**config.mk**
```make
export PLATFORM = sky130hd
export DESIGN_NAME = uart_rx
export DESIGN_NICKNAME = d
export VERILOG_FILES = /design/src/rtl/uart_rx.sv
export SDC_FILE = /design/constraint.sdc
export NUM_CORES = 1
export LEC_CHECK = 0
export CAP_MARGIN = 5
export CORE_ASPECT_RATIO = 2
export CORE_MARGIN = 3
export CORE_UTILIZATION = 37
export CTS_CLUSTER_SIZE = 24
export DETAILED_ROUTE_END_ITERATION = 12
export PLACE_DENSITY = 0.52
export SLEW_MARGIN = 10
export SYNTH_ARGS = -nofsm -noshare
export SYNTH_HDL_FRONTEND = slang
export SYNTH_SLANG_ARGS = --single-unit
```
**constraint.sdc**
```tcl
create_clock -name clk -period 2.55 [get_ports clk]
set_input_delay 0.255 -clock clk [delete_from_list [all_inputs] [get_ports clk]]
set_output_delay 0.255 -clock clk [all_outputs]
set_load 0.02 [all_outputs]
```
**src/rtl/uart_rx.sv**
```systemverilog
// uart_rx: 8N1 UART receiver, LSB first, idle-high line.
// The asynchronous rx pin is double-flopped, then oversampled at 16x the baud rate.
// Each bit value is the majority of the samples taken at ticks 7, 8 and 9 of that bit.
//
// Ports:
//   clk       system clock, rising edge
//   reset     asynchronous active-high reset
//   en        receiver enable; low freezes the tick counter, index counter and FSM
//   rx        asynchronous serial input, idle high
//   rx_data   last good byte; held until the next good frame completes
//   rx_valid  one-cycle pulse when rx_data is updated
//   frame_err one-cycle pulse when the stop bit is sampled low
//   rx_busy   high while a frame is in progress
module uart_rx #(
  parameter int unsigned CLOCK_FREQ = 100000000,
  parameter int unsigned BAUD_RATE  = 9600
) (
  input  logic       clk,
  input  logic       reset,
  input  logic       en,
  input  logic       rx,
  output logic [7:0] rx_data,
  output logic       rx_valid,
  output logic       frame_err,
  output logic       rx_busy
);

  // Clock cycles per oversample tick; must be at least 1.
  localparam int unsigned OS_DIVISOR = CLOCK_FREQ / (BAUD_RATE * 16);
  localparam logic [15:0] TickMax    = 16'(OS_DIVISOR - 1);

  typedef enum logic [1:0] {StIdle, StStart, StData, StStop} state_e;

  state_e      state_q, state_d;
  logic        rx_meta_q, rx_s_q;
  logic [15:0] tick_cnt_q, tick_cnt_d;
  logic [3:0]  idx_q, idx_d;
  logic [2:0]  bit_cnt_q, bit_cnt_d;
  logic [1:0]  samp_q, samp_d;
  logic [7:0]  shift_q, shift_d;
  logic [7:0]  rx_data_q, rx_data_d;
  logic        valid_q, valid_d;
  logic        err_q, err_d;

  logic        active;
  logic        tick;
  logic [3:0]  idx_next;
  logic        majority;
  logic        eval;

  // Synchronizer runs regardless of en.
  always_ff @(posedge clk or posedge reset) begin
    if (reset) begin
      rx_meta_q <= 1'b1;
      rx_s_q    <= 1'b1;
    end else begin
      rx_meta_q <= rx;
      rx_s_q    <= rx_meta_q;
    end
  end

  assign active   = en && (state_q != StIdle);
  assign tick     = active && (tick_cnt_q == TickMax);
  assign idx_next = idx_q + 4'd1;
  // samp_q holds the tick-7 and tick-8 samples; the tick-9 sample is rx_s_q itself.
  assign majority = (samp_q[0] & samp_q[1]) | (samp_q[0] & rx_s_q) | (samp_q[1] & rx_s_q);
  assign eval     = tick && (idx_next == 4'd9);

  always_comb begin
    state_d    = state_q;
    tick_cnt_d = tick_cnt_q;
    idx_d      = idx_q;
    bit_cnt_d  = bit_cnt_q;
    samp_d     = samp_q;
    shift_d    = shift_q;
    rx_data_d  = rx_data_q;
    valid_d    = 1'b0;
    err_d      = 1'b0;

    if (active) begin
      tick_cnt_d = tick ? 16'd0 : tick_cnt_q + 16'd1;
    end

    if (tick) begin
      idx_d = idx_next;
      if (idx_next == 4'd7) samp_d[0] = rx_s_q;
      if (idx_next == 4'd8) samp_d[1] = rx_s_q;
    end

    case (state_q)
      StIdle: begin
        if (en && !rx_s_q) begin
          state_d    = StStart;
          tick_cnt_d = 16'd0;
          idx_d      = 4'd0;
        end
      end
      StStart: begin
        if (eval) begin
          if (!majority) begin
            state_d   = StData;
            bit_cnt_d = 3'd0;
          end else begin
            // False start: drop back silently.
            state_d = StIdle;
          end
        end
      end
      StData: begin
        if (eval) begin
          shift_d   = {majority, shift_q[7:1]};
          bit_cnt_d = bit_cnt_q + 3'd1;
          if (bit_cnt_q == 3'd7) state_d = StStop;
        end
      end
      StStop: begin
        if (eval) begin
          // Leave mid-stop-bit so a back-to-back start edge is not missed.
          state_d = StIdle;
          if (majority) begin
            rx_data_d = shift_q;
            valid_d   = 1'b1;
          end else begin
            err_d = 1'b1;
          end
        end
      end
      default: state_d = StIdle;
    endcase
  end

  always_ff @(posedge clk or posedge reset) begin
    if (reset) begin
      state_q    <= StIdle;
      tick_cnt_q <= 16'd0;
      idx_q      <= 4'd0;
      bit_cnt_q  <= 3'd0;
      samp_q     <= 2'b00;
      shift_q    <= 8'd0;
      rx_data_q  <= 8'd0;
      valid_q    <= 1'b0;
      err_q      <= 1'b0;
    end else begin
      state_q    <= state_d;
      tick_cnt_q <= tick_cnt_d;
      idx_q      <= idx_d;
      bit_cnt_q  <= bit_cnt_d;
      samp_q     <= samp_d;
      shift_q    <= shift_d;
      rx_data_q  <= rx_data_d;
      valid_q    <= valid_d;
      err_q      <= err_d;
    end
  end

  assign rx_data   = rx_data_q;
  assign rx_valid  = valid_q;
  assign frame_err = err_q;
  assign rx_busy   = (state_q != StIdle);

endmodule
```
==> results.toml, run 1 <==
[route]
met2WireLength_um = 2830
dr.first_iter.drc_count = 33
vias_per_cell = 5.07
post_drt_wl_per_cell_um = 14.7
top_signal_layer_used = "met4"
detailroute.via_count = 1658
drt-pass1-iter-count = 4
route.final.wire_length_um = 4810
route.met3.wl_um = 120
met1_wire_length_um = 1730
drc = 0
antenna_left = 0

[min_path]
hold_class = "in2async"

[critical_path]
worst_setup_path_start_kind = "flip-flop"
crit_arrival_ns = 2.46
crit_required_ns = 2.72
worst_r2r_path_depth = 7
setup.reg_to_reg.worst_slack_ns = 0.26
critical_path.reg2reg.startpoint = "idx_q[0]"
timing.critical_path.to_type = "flip-flop"
r2r_endpoint = "rx_data[7]"
crit_type = "reg2reg"
largest_fanout_on_the_critical_path = 8

[floorplan]
core_area_um2 = 6160
die-area_um2 = 7520
design.portCount = 15
floorplan.initialDensity = 0.388
die_height_um = 120
dieWidth_um = 62.8
std_cell_rows = 40

[layout]
final_cell_count_no_fill = 327
area_delta_synth_final_pct = 19.6
nets = 254
most_frequent_standard_cell_in_the_layout_excluding_fill_and_tap_cells = "dfrtp_1"
fraction_of_final_layout_cells_with_drive_strength_greater_than_1 = 0.210
layout_common_cells = "dfrtp_1, nor2_1, nand2_1, xnor2_1, clkdlybuf4s50_1"
antenna_cells_inserted = 0

[global_route]
globalRouteOverflowTotal = 0
wire_length_of_the_first_global_routing_pass_um = 8440
grt_max_degree = 26
via_count_of_the_first_global_routing_pass = 1749
grt_antenna_before_repair = 0
global_route.usage.total = 0.145

[yosys]
mapped_cells = 214
postSynthNetCount = 226
synth_seq_cells = 47
netlist_area_um2 = 2390
number_of_flops_mapped_to_enable_cells_by_yosys = 0
yosysSeqAreaShare = 0.493
synth_flop_type = "dfrtp_1"
yosysWarningCount = 0
yosysUniqueCellTypes = 45
asyncSetResetFlopFracSynth = 1.00
synth_area_per_cell_um2 = 11.2

[timing]
finalWorstSetupSlack_ns = 0.259
rsz0062_at_grt = "false"
report.final.setup_viol = 0
final.period_utilization = 0.899
max_freq_ghz = 0.436
fin_crit_ns = 2.29
worstMarginPinSlew_ns = 0.505
finalHoldWorstSlack_ns = 0.319
max-slew-margin-rel = 0.662
totalNegativeSetupSlack_ns = 0
worst_clock_skew_ns = 0.00920
timing_hold_violations_final = 0
slew_viol_final = 0

[power]
share_comb_of_total_power = 0.095
switching_share = 0.248
internal_power_mw = 1.33
p_per_area_nw_per_um2 = 616
switch_pwr_mw = 0.436
peakVddDrop_mv = 0.450
clkPwrFrac = 0.417
pwr-share-seq = 0.488
leakage_nw = 1.28

[clocking]
cts_hold_buf = 0
clk_pin_slew_ns = 0.07
cts_sinks = 47
post_cts.resized_instances = 0
cts_made_buffers = 5
cts_tree = "done"
cts.htree.levels = 2
cts_root_buf = "clkbuf_16"
clkLatencyLatePin_ns = 0.29
clock_tree.buffer_depth = 2
post-cts-setup-buffers = 0

[run]
timing.max_cap.violations = 0

[place]
preCtsSetupSlack_ns = 0.253
post-place-cells = 319
dp_hpwl_um = 3710
portBuffers = 14
finalWeightedCongestion = 0.807

[outcome]
status = "completed"
-- sequential cells by signal (all words and copies together), names as in the netlist, named ones only --
name and flops:
shift_q 8, state_q 1, rx_meta_q 1, frame_err 1, tick_cnt_q 16, bit_cnt_q 3
idx_q 4, rx_s_q 1, rx_valid 1, rx_data 8, samp_q 2
-- through the flow --
| step | area, um2 | power [mW] | utilization |
|---|---|---|---|
| floorplan | 2390 | 0.985 | - |
| global placement | 2690 | 1.04 | 0.437 |
| detailed placement | 2690 | 1.05 | 0.437 |
| CTS | 2860 | 1.79 | 0.465 |
| global route | 2860 | 1.85 | 0.465 |
| finish | 2860 | 1.76 | 0.465 |
-- critical path, stage by stage (launching register included) --
cell	delay (ns)
dfrtp_1	0.38
buf_4	0.17
inv_1	0.08
ha_1	0.20
nand3_1	0.20
a2111oi_4	0.56
nand3_4	0.23
mux2_4	0.34
-- cell families (layout without fill, tap and decap cells) --
group	Yosys count	count (layout)	share of synthesized area
muxes	19	19	0.102
and+or+nand+nor	89	89	0.201
buffers and inverters	12	41	0.0225
adders and majority gates	9	9	0.0461
DFF	47	47	0.493
AOI/OAI and AO/OA	21	21	0.0738
xor gates and xnor gates	17	17	0.0623
-- how the worst max path moves through the flow --
| stage | cells past startpoint | to | start |
|---|---|---|---|
| 2_1_floorplan | 6 | rx_data[0] | idx_q[0] |
| 3_3_place_gp | 6 | rx_data[7] | en |
| 3_5_place_dp | 6 | rx_data[2] | en |
| 4_1_cts | 7 | rx_data[7] | idx_q[0] |
| 5_1_grt | 7 | rx_data[5] | idx_q[0] |
| 6_report | 7 | rx_data[7] | idx_q[0] |
-- power by group through the flow --
| stage | Combinational, mW | Sequential [mW] | Clock (mW) |
|---|---|---|---|
| 6_report | 0.168 | 0.860 | 0.735 |
| 5_1_grt | 0.192 | 0.868 | 0.788 |
| 4_1_cts | 0.173 | 0.860 | 0.754 |
| 3_5_place_dp | 0.171 | 0.874 | 0 |
| 2_1_floorplan | 0.131 | 0.854 | 0 |
| 3_3_place_gp | 0.169 | 0.873 | 0 |
-- synth_stat cells (2+ instances only) --
master     instances  area share
mux2_4             8       0.050
nor2_1            33       0.052
nand2_1           16       0.025
a21oi_1            5       0.010
xor2_1             3       0.011
a22oi_1            2      0.0063
and2_1             2      0.0052
nor3_1             5       0.010
nand3_1           12       0.025
nor4_1             2      0.0052
nor2b_1            3      0.0079
dfrtp_1           45        0.47
nand4_1            3      0.0079
ha_1               8       0.042
nand4_2            2       0.010
o2bb2ai_1          3       0.011
mux2_2            10       0.047
o21ai_0            2      0.0042
dfstp_2            2       0.022
inv_1              9       0.014
xnor2_1           14       0.051
and4_1             2      0.0073
-- area by class of cell --
type                            instances  area, um2
Inverter                                9       33.8
Tap cell                               84        105
Fill cell                             587       3300
Multi-Input combinational cell        155       1160
Clock inverter                          3       43.8
Timing Repair Buffer                   24        215
Sequential cell                        47       1180
Clock buffer                            5        125
-- per-layer routing --
metal / track usage / up-vias
met5: 0 / -
met4: 0.0705 / 0
met3: 0.0281 / 9
li1: - / 800
met2: 0.290 / 30
met1: 0.134 / 819
No activity file was read; power rests on OpenSTA's default activity.
==> inputs of run 2 (changes only) <==
CORE_UTILIZATION = 58   (was 37)
CTS_CLUSTER_DIAMETER = 200   (was default)
PLACE_DENSITY = 0.76   (was 0.52)
==> run 2 against run 1 <==
  * Worst setup slack got worse by 0.050 ns
  * Global-route usage up 6.9 points
  * Final area decreased by 4.5%
  * Utilization rose by 23 points
  * Critical path depth decreased by 1
  * Non-clock buffer count down 1
  * Clock-buffer cell count stayed put
  * Clock power fell by 40%
  * Sequential share of layout area is 2.0 points higher
  * Combinational power is 2% higher
  * Critical path type unchanged
  * Largest cell class unchanged
  * Largest power group unchanged
==> results.toml, run 2 (synthesized netlist as in run 1, its figures left out) <==
[outcome]
status = "completed"

[floorplan]
die_height_um = 96.8
core_area_um2 = 3920
dieWidth_um = 51.4
die-area_um2 = 4980
design.portCount = 15
std_cell_rows = 32
floorplan.initialDensity = 0.609

[layout]
layout_common_cells = "dfrtp_1, nor2_1, nand2_1, xnor2_1, clkdlybuf4s50_1"
fraction_of_final_layout_cells_with_drive_strength_greater_than_1 = 0.207
multiInputGateArea_um2 = 1160
area_delta_synth_final_pct = 14.2
seqCellArea_um2 = 1180
antenna_cells_inserted = 0
finalInstanceArea_um2 = 2730
largest_register_ffs = 16
nets = 253
most_frequent_standard_cell_in_the_layout_excluding_fill_and_tap_cells = "dfrtp_1"
max_flop_register = "tick_cnt_q"
fillers = 321

[clocking]
cts_made_buffers = 5
cts_tree = "done"
clk_pin_slew_ns = 0.09
clock_tree.buffer_depth = 2
clkLatencyLatePin_ns = 0.30
post-cts-setup-buffers = 0
post_cts.resized_instances = 0
cts_sinks = 47
cts_hold_buf = 0
cts_root_buf = "clkbuf_8"
cts.htree.levels = 2

[critical_path]
critical_path.reg2reg.startpoint = "idx_q[0]"
timing.critical_path.to_type = "flip-flop"
largest_fanout_on_the_critical_path = 8
crit_type = "reg2reg"
crit_required_ns = 2.73
crit_arrival_ns = 2.52
worst_r2r_path_depth = 6
worst_setup_path_start_kind = "flip-flop"
r2r_endpoint = "rx_data[1]"
setup.reg_to_reg.worst_slack_ns = 0.21

[timing]
max_freq_ghz = 0.427
timing_hold_violations_final = 0
fin_crit_ns = 2.34
worst_clock_skew_ns = 0.0107
rsz0062_at_grt = "false"
final.period_utilization = 0.918
max-slew-margin-rel = 0.497
totalNegativeSetupSlack_ns = 0
report.final.setup_viol = 0
worstMarginPinSlew_ns = 0.735
slew_viol_final = 0

[power]
peakVddDrop_mv = 0.509
pwr-share-seq = 0.583
leakage_nw = 1.24
p_per_area_nw_per_um2 = 539
post-layout-total-power_mw = 1.47
switch_pwr_mw = 0.414
share_comb_of_total_power = 0.117
clkPwrFrac = 0.300
switching_share = 0.281
internal_power_mw = 1.06

[global_route]
wire_length_of_the_first_global_routing_pass_um = 8150
globalRouteOverflowTotal = 0
global_route.usage.total = 0.214
via_count_of_the_first_global_routing_pass = 1798
grt_antenna_before_repair = 0
grt_max_degree = 27

[route]
drc = 0
post_drt_wl_per_cell_um = 16.8
detailroute.via_count = 1686
dr.first_iter.drc_count = 43
drt-pass1-iter-count = 4
antenna_left = 0
vias_per_cell = 5.75
route.final.wire_length_um = 4920

[place]
finalWeightedCongestion = 0.832
portBuffers = 14
placement_stage_cell_area_um2 = 2640
dp_hpwl_um = 3860

[run]
timing.max_cap.violations = 0

[min_path]
hold_class = "in2async"
-- run 2: changes by cell type in the layout (fill, tap and decap cells not counted), sizes merged --
cell	change
buf	-1
bufinv	-1
inv	+1
-- run 2: critical path, cell delays in order (launching register included) --
cell       delay, ns
dfrtp_1         0.48
ha_1            0.25
nor2_1          0.15
nand3_1         0.18
a2111oi_4       0.56
nand3_4         0.24
mux2_4          0.36
-- run 2: layout make-up --
type,instances,area share
clock buffers,5,0.0252
clock inverters,3,0.00687
inverters,9,0.0124
multi-input cells,155,0.424
flip-flops and latches,47,0.432
well taps,51,0.0234
repair buffers,23,0.0761
-- run 2: how the worst max path moves through the flow --
stage / slack [ns] / end / startpoint / cells after the start
final: 0.21 / rx_data[1] / idx_q[0] / 6
after global routing: 0.10 / rx_data[1] / idx_q[0] / 6
after CTS: 0.20 / rx_data[1] / idx_q[0] / 6
after detailed placement: 0.18 / rx_data[1] / en / 6
after global placement: 0.29 / shift_q[0] / en / 6
after floorplan: 0.39 / rx_data[0] / idx_q[0] / 6
-- run 2: routing by layer --
metal,share of wire,vias to the layer above,track usage
met5,0,-,0
met4,0.032,0,0.0949
met3,0.026,17,0.0431
met2,0.60,35,0.416
met1,0.34,838,0.196
li1,-,796,-
-- run 2: power groups by stage --
stage / clock network (mW) / registers [mW] / logic [mW]
floorplan: 0 / 0.854 / 0.131
global placement: 0 / 0.867 / 0.163
detailed placement: 0 / 0.871 / 0.168
CTS: 0.451 / 0.856 / 0.173
global route: 0.485 / 0.866 / 0.193
finish: 0.441 / 0.858 / 0.172
-- run 2: per-stage QoR --
step                hold slack (ns)   util  instances  setup slack, ns
global route                  0.343  0.696        293            0.103
CTS                           0.325  0.696        293            0.199
global placement              0.347  0.673        285            0.291
floorplan                     0.259      -        214            0.387
finish                        0.308  0.696        293            0.208
detailed placement            0.354  0.673        285            0.178
==> inputs of run 3 (changes only) <==
CTS_CLUSTER_DIAMETER = 50   (was 200)
SKIP_LAST_GASP = 1   (was default)
==> results of run 3 <==
No change in the layout: final DEF, timing and power equal those of run 2.
==> variant, RTL diff (flow settings as in run 1) <==
Reset style: synchronous (`reset`), changed in 2 clocked blocks. Comments in the files are not updated.
--- a/src/rtl/uart_rx.sv
+++ b/src/rtl/uart_rx.sv
@@ -51,3 +51,3 @@
   // Synchronizer runs regardless of en.
-  always_ff @(posedge clk or posedge reset) begin
+  always_ff @(posedge clk) begin
     if (reset) begin
@@ -131,3 +131,3 @@
 
-  always_ff @(posedge clk or posedge reset) begin
+  always_ff @(posedge clk) begin
     if (reset) begin
Formal check against the unedited RTL: differs if reset is asserted again (counterexample within 4 cycles, from zero or initial values and one cycle with reset high); with reset held inactive, the same outputs for 10 cycles.
==> variant against run 1 <==
- hold slack gained 0.095 ns
- critical path depth shrank 2
- wire length shrank 3.6%
- design area shrank 7.6%
- sequential cell count is the same
- worst setup slack gained 0.38 ns
- area after synthesis shrank 4.2%
- global-route usage grew 0.58 points
- clock skew shrank 0.0033 ns
- die area shrank 3.9%
- critical endpoint is now bit_cnt_q[0]$_SDFFE_PP0P_
Power is not compared: it rests on default switching activity, and its combinational part moved more than twofold at a synthesized area within 25%.
==> variant: results (changes against run 1) <==
Slew at the pin closest to its max-slew limit - 0.508 ns (+0.00327 ns)
Initial drt markers - 41 (+24%)
NumNets Final - 269 (+5.9%)
Gpl congestion - 0.788 (-2.4%)
Post-DP Area - 0.00249 sq mm (-7.6%)
Total GRT Usage - 15.1% (+0.58 points)
Crit path DAT - 2.10 ns (-0.36 ns)
CTS Buf Count - 5 (unchanged)
Htree depth - 2 (unchanged)
Post-Route WL - 4.64 mm (-3.6%)
Share of cells above drive strength 1 - 9.69% (-11 points)
Vias in the first global route - 1,745 (-0.23%)
Pre-CTS setup slack - 0.455 ns (+0.203 ns)
Clk Latency, worst-skew pair - 0.29 ns (about the same)
Vias per cell - 5.20 (+2.5%)
Layout fillers - 623 (+6.1%)
Leak Pwr - 0.00106 uW
Synth cell types - 45 (unchanged)
Peak VDD IR - 0.492 mV
Final Hold Vio Count - 0 (unchanged)
Post-Synthesis Net Count - 253 (+12%)
DRT Pass-1 Iters - 4 (unchanged)
Status - completed
Clock Path Buffers - 2 (unchanged)
YS warnings - 0 (unchanged)
Root buf cell - clkbuf_16
Number of diodes - 0 (unchanged)
Worst Hold Class - reg -> reg
Ys async rst share - 0% (-100 points)
Post-CTS Setup Inserts - 0 (unchanged)
Final Skew - 0.00592 ns (-0.00329 ns)
First-pass GRT wire length - 8.11 mm (-3.9%)
Top post-synthesis cells by area - dfxtp_1 41%, mux2i_1 9.2%, nand2b_1 6.3%, nor2_1 4.8%, ha_1 4.4%
Clk slew on worst S/H paths - 0.07 ns (about the same)
Synth top cells by count - 47 x dfxtp_1, 29 x nor2_1, 23 x nand2b_1, 21 x mux2i_1, 17 x nand2_1
Post-synth EDFFs - 0 (unchanged)
Antenna violations before repair - 0 (unchanged)
Port buffer count - 14 (unchanged)
Seq/Total Area, Yosys - 41.1% (-8.2 points)
CTS-repair resized insts - 0 (unchanged)
Largest net degree at the start of global routing - 32 (+23%)
Largest register FFs - 16 (unchanged)
Post-DP HPWL - 3.48 mm (-6.2%)
Max Fanout on Critical Path - 6 (-2)
Largest reg by FF count - tick_cnt_q
[variant: cell count changes in the layout (fill, tap and decap cells not counted), sizes merged, moves of 7 or more]
cell    change
mux2       -17
nand2b     +22
xnor2       -7
dfrtp      -45
dfxtp      +47
mux2i      +20
buf         -7
xor2        +8
[variant: kinds of logic (layout without fill, tap and decap cells)]
logic type | Yosys count | count (layout) | synth area share, %
and+or+nand+nor | 115 | 115 | 29.3
DFF | 47 | 47 | 41.1
muxes | 22 | 22 | 9.67
xor gates and xnor gates | 18 | 18 | 6.89
AOI/OAI and AO/OA | 15 | 15 | 5.19
buffers and inverters | 15 | 32 | 3.06
adders and majority gates | 9 | 9 | 4.81
[variant: power breakdown]
group	total (uW)	switching [uW]	internal (uW)
Combinational	35.0	18.2	16.8
Sequential	739	2.80	736
Clock	677	286	392
Total	1450	307	1140
[variant: final timing paths]
check	start	to	slack, ns	cells past startpoint
setup / recovery	idx_q[1]$_SDFF_PP0_	bit_cnt_q[0]$_SDFFE_PP0P_	0.64	5
hold / removal	rx_meta_q$_SDFF_PP1_	rx_s_q$_SDFF_PP1_	0.41	1
setup reg to reg	idx_q[1]$_SDFF_PP0_	bit_cnt_q[0]$_SDFFE_PP0P_	0.64	5
hold reg to reg	rx_meta_q$_SDFF_PP1_	rx_s_q$_SDFF_PP1_	0.41	1
[variant: cell type report]
cell class | instances | area share (%)
Clock inverter | 2 | 0.616
Timing Repair Buffer | 17 | 6.16
Sequential cell | 47 | 35.6
Tap cell | 63 | 2.98
Clock buffer | 6 | 5.26
Multi-Input combinational cell | 179 | 48.4
Inverter | 7 | 0.994
[variant: critical path, cell delays in order, from the launching register on]
cell       delay [ns]
dfxtp_1          0.43
ha_1             0.31
nand2_1          0.09
o2bb2ai_2        0.43
o211ai_2         0.23
mux2_2           0.30
[variant: routing by layer]
| layer | track usage, % | vias to the layer above | routed length [microns] | share of wire, % |
|---|---|---|---|---|
| li1 | - | 848 | - | - |
| met1 | 15.2 | 783 | 1730 | 37 |
| met2 | 27.3 | 23 | 2640 | 57 |
| met3 | 3.40 | 14 | 110 | 2.4 |
| met4 | 7.93 | 0 | 161 | 3.5 |
| met5 | 0 | - | 0 | 0 |
[variant: through the flow]
step	utilization [%]	instances	hold WS, ns
after global routing	44.0	321	0.429
final	44.0	321	0.414
after global placement	41.4	313	0.393
after detailed placement	41.4	313	0.398
after floorplan	-	241	0.359
after CTS	44.0	321	0.417
